--- config.mk ---
export PLATFORM = sky130hd
export DESIGN_NAME = busca_instrucao
export DESIGN_NICKNAME = d
export VERILOG_FILES = /design/src/rtl/busca_instrucao.sv
export SDC_FILE = /design/constraint.sdc
export NUM_CORES = 1
export LEC_CHECK = 0
export ABC_CLOCK_PERIOD_IN_PS = 4400
export BUFFER_PORTS_ARGS = -buffer_cell sky130_fd_sc_hd__buf_4
export CORE_MARGIN = 4
export CORE_UTILIZATION = 55
export CTS_CLUSTER_DIAMETER = 200
export DETAILED_ROUTE_END_ITERATION = 6
export GPL_TIMING_DRIVEN = 0
export HOLD_SLACK_MARGIN = 0.06
export PLACE_DENSITY = 0.79
export SETUP_SLACK_MARGIN = 0.15
export SYNTH_ARGS = -nofsm -noshare
export SYNTH_HDL_FRONTEND = slang
export SYNTH_SLANG_ARGS = --single-unit
--- constraint.sdc ---
create_clock -name clk -period 4.4 [get_ports clk]
set_input_delay 0.66 -clock clk [delete_from_list [all_inputs] [get_ports clk]]
set_output_delay 0.66 -clock clk [all_outputs]
set_load 0.1 [all_outputs]
--- src/rtl/busca_instrucao.sv ---
// Instruction fetch stage: drives the instruction memory, fills the IF/ID register
// through a one-entry skid buffer and redirects on jumps and taken branches.
module busca_instrucao #(
   parameter logic [31:0] RESET_VECTOR = 32'h0000_0000
) (
   input  logic        clk,
   input  logic        rst,
   output logic        imemReq,
   output logic [31:0] imemAddr,
   input  logic [31:0] imemRdata,
   input  logic        imemValid,
   output logic [31:0] instrucao,
   output logic [31:0] pcPlus4,
   output logic        instrValid,
   input  logic        stall,
   input  logic        branch,
   input  logic        zero,
   input  logic        jump,
   input  logic [15:0] imm16,
   input  logic [25:0] jumpIndex,
   output logic [1:0]  state_o
);

   typedef enum logic [1:0] {
      IDLE  = 2'd0,
      FETCH = 2'd1,
      SKID  = 2'd2,
      DRAIN = 2'd3
   } state_t;

   state_t      state_q;
   logic [31:0] pc_q;
   logic [31:0] instr_q;
   logic [31:0] pc_plus4_q;
   logic        instr_valid_q;
   logic [31:0] skid_instr_q;
   logic [31:0] skid_pc4_q;
   logic [31:0] drain_addr_q;

   logic        consume;
   logic        slot_free;
   logic        redirect;
   logic [31:0] jump_target;
   logic [31:0] branch_target;
   logic [31:0] target;
   logic [31:0] pc_next_seq;

   // Handshake toward decode: IF/ID is offered while instrValid=1 and is taken on a
   // rising edge where stall=0; memory side, imemReq/imemAddr stay put until imemValid.
   assign consume   = instr_valid_q & ~stall;
   assign slot_free = ~instr_valid_q | ~stall;
   assign redirect  = consume & (jump | (branch & zero));

   assign jump_target   = {pc_plus4_q[31:28], jumpIndex, 2'b00};
   assign branch_target = pc_plus4_q + {{14{imm16[15]}}, imm16, 2'b00};
   assign target        = jump ? jump_target : branch_target;
   assign pc_next_seq   = pc_q + 32'd4;

   // DRAIN keeps presenting the abandoned address until its response is swallowed.
   assign imemReq  = ~rst & ((state_q == FETCH) | (state_q == DRAIN));
   assign imemAddr = (state_q == DRAIN) ? drain_addr_q : pc_q;

   assign instrucao  = instr_q;
   assign pcPlus4    = pc_plus4_q;
   assign instrValid = instr_valid_q;
   assign state_o    = state_q;

   always_ff @(posedge clk) begin
      if (rst) begin
         state_q       <= IDLE;
         pc_q          <= RESET_VECTOR;
         instr_q       <= 32'd0;
         pc_plus4_q    <= 32'd0;
         instr_valid_q <= 1'b0;
         skid_instr_q  <= 32'd0;
         skid_pc4_q    <= 32'd0;
         drain_addr_q  <= 32'd0;
      end else begin
         case (state_q)
            IDLE: begin
               state_q <= FETCH;
            end

            FETCH: begin
               if (redirect) begin
                  pc_q          <= target;
                  instr_valid_q <= 1'b0;
                  if (!imemValid) begin
                     drain_addr_q <= pc_q;
                     state_q      <= DRAIN;
                  end
               end else if (imemValid) begin
                  pc_q <= pc_next_seq;
                  if (slot_free) begin
                     instr_q       <= imemRdata;
                     pc_plus4_q    <= pc_next_seq;
                     instr_valid_q <= 1'b1;
                  end else begin
                     skid_instr_q <= imemRdata;
                     skid_pc4_q   <= pc_next_seq;
                     state_q      <= SKID;
                  end
               end else if (consume) begin
                  instr_valid_q <= 1'b0;
               end
            end

            SKID: begin
               if (redirect) begin
                  pc_q          <= target;
                  instr_valid_q <= 1'b0;
                  skid_instr_q  <= 32'd0;
                  skid_pc4_q    <= 32'd0;
                  state_q       <= FETCH;
               end else if (slot_free) begin
                  instr_q       <= skid_instr_q;
                  pc_plus4_q    <= skid_pc4_q;
                  instr_valid_q <= 1'b1;
                  state_q       <= FETCH;
               end
            end

            DRAIN: begin
               if (imemValid) begin
                  state_q <= FETCH;
               end
            end

            default: begin
               state_q <= IDLE;
            end
         endcase
      end
   end

endmodule

==> impl_results.md <==
* Status: finished clean
* R2R Setup Slk at 1.29 ns
* HPWL after DPL at around 27000 um
* DR pass1 iterations at 6
* Minimum clock period at 3.50 ns
* Critical path endpoint: imemReq
* Setup crit end kind: primary output
* Port Buffers at 178
* Cell count along the critical path at 6
* Slowest CP cell: clkbuf_1
* Cell count of the worst hold path at 3
* Post-Synthesis Cell Area at 0.0106 mm2
* Slew at the pin closest to its max-slew limit at between 0.9 and 1 ns
* Worst Setup SP: state_o[0]
* Synth Net Count at around 1400
* Tot GR Track Use at 32.8%
* Hold_buf cts at 0
* Die width at 147 um
* Total power draw at 4.94 mW
* Tcrit/Tclk final at between 70% and 80%
* R2R depth at 10
* Final Skew at 0.0140 ns
* Std-Cell Rows at 50
* GP Congestion at 0.976
* Setup violators final at 0
* Crit path max-delay family: buffers and inverters
* Longest Clk Path Bufs at 2
* Post-synthesis sequential area ratio at 36.8%
* Met3 WL at 3860 um
* Routed WL at 36500 um
* WL per Instance at ~21 um
* Mapped Cells at 1290
* Vias at between 10000 and 15000
* Max Cap Violations at 0
* Crit path largest cell delay at 0.60 ns
* Post-synthesis area per instance at around 8.2 um2
* Post-route worst hold slack at 0.444 ns
* Initial antenna violation count at 0
* Metal2 WL at 16100 um
* FF+latch count, synth at 195
* First-pass GRT wire length at 56400 um
* Commonest non-fill, non-tap cell in the layout: dfxtp_1
* Reg2reg start: pcPlus4[2]
* DRC viols at 0
* Critical path required time at 3.74 ns
* Fin. max-slew vios at 0
* Worst R2R End: pc_q[30]
* Fraction of layout cells with a size suffix above 1 at around 20%
* CTS tree: built
* WS Path Type: reg -> out
* Inserted Diodes at 0
* Final setup TNS at 0 ns
* Max-slew headroom at between 30% and 40%
* Max layer used: met4
* Num Clock Sinks at 195
* Initial Util at 56.3%
* CTS resizes at 0
* Setup Buffers After CTS at 0
* Fmax at 286 MHz
* Initial drt markers at 1303
* Placed cell count at 1728
* CP Launch Type: flip-flop
* GR Overflow Total at 0
* Dominant synthesized flop cell: dfxtp_1
* Largest net degree at the start of global routing at 23
* Root buffer cell: clkbuf_16
* Worst-path clk slew at 0.09 ns
* Power Dens Cells at 383 mW/mm2
* Full die area at 0.0216 mm2
* YS warnings at 0
* Crit path buf inv count at 3
* Fin util at 68.6%
* Hold WC Path Type: in -> reg
* Worst EP arrival at 2.84 ns
* Crit path cell chain: ha_1 > clkbuf_1 > clkbuf_1 > nor2_1 > nor2_1 > buf_4
* Fraction of registers with async set/reset at 0%
* Area Overhead vs Synth at 21.7%
* Vias per cell at just over 6
* Core area at 0.0188 mm2
* VDD IR-drop max at 0.327 mV
* H-tree Lvls at 4
* Unrepaired setup endpoints after global routing: false
* Number of global-route vias before repair at 10233
* Top-Level Pins at 181
* Fin cells at 1760
* Final nets at 1602
* Final Hold Viols at 0
* Clock Latency Late Sink at around 0.46 ns
* Leakage at 5.16 nW
* Die height at around 150 um
* Critical path fanouts, max at 10
* Yosys cell types at 81
* Final ANT Viol Nets at 0
* Num CTS Buffers at 17
* Most frequent cells in the layout: 195 x dfxtp_1, 183 x buf_4, 167 x nand2_1
* DRT met1 WL at 15200 um
* Post-synth EDFFs at 0
how the worst min path moves through the flow:
stage | start | end
detailed placement | drain_addr_q[10] | drain_addr_q[10]
CTS | imemRdata[17] | skid_instr_q[17]
global placement | drain_addr_q[26] | drain_addr_q[26]
floorplan | drain_addr_q[0] | drain_addr_q[0]
global route | imemRdata[17] | skid_instr_q[17]
finish | imemRdata[3] | skid_instr_q[3]
flip-flops by register name (all words and copies together) (netlist names):
signal and count:
drain_addr_q 32, instrValid 1, instrucao 32, pcPlus4 32, pc_q 32, skid_instr_q 32
skid_pc4_q 32, state_o 2
cells in the mapped netlist (all sizes together) (20+ instances only):
library cell,instances,area (um2)
clkbuf,60,283
nand2,168,633
a21oi,153,785
buf,37,209
ha,33,413
dfxtp,195,3900
o21ai,61,305
nand3,20,125
nor2,154,583
xnor2,27,244
xor2,23,201
a22oi,50,375
a211oi,49,373
mux2i,42,420
mux2,32,360
per-layer routing:
metal / GRT usage, % / vias to the layer above
met5: 0 / -
met2: 50.4 / 630
met4: 13.0 / 0
li1: - / 5029
met3: 6.79 / 103
met1: 45.3 / 5110
per-stage QoR:
step	instance area, um2	setup slack [ns]
detailed placement	12300	1.07
global route	12900	0.826
floorplan	10600	0.535
finish	12900	0.898
CTS	12900	0.956
global placement	12300	1.09
cell type report:
cell class | count | area, um2
tap | 260 | 325
clock buffer | 17 | 425
clock inverter | 15 | 218
inverter | 14 | 52.6
sequential | 195 | 3900
multi-input combinational | 984 | 6160
buffer | 97 | 492
timing repair buffer | 178 | 1340
fill | 1622 | 5920
tightest hold or removal path: cells and delay by family:
family | cells | cell delay [ns]
buf+inv | 1 | 0.09
simple gates | 1 | 0.07
compound gates | 1 | 0.05
cell families after synthesis:
logic type / Yosys count / synth area share [%]
buffers and inverters: 111 / 5.13
and+or+nand+nor: 412 / 17.3
DFF: 195 / 36.8
adders and majority gates: 34 / 4.08
muxes: 74 / 7.36
AOI/OAI and AO/OA: 414 / 25.1
xor gates and xnor gates: 50 / 4.20
report_power, final:
group | total [mW] | switching (mW) | internal [mW] | leakage [nW]
combinational | 1.36 | 0.991 | 0.364 | 3.26
sequential | 1.90 | 0.0658 | 1.84 | 1.58
clock | 1.68 | 0.837 | 0.844 | 0.312
No activity file was read; power rests on OpenSTA's default activity.
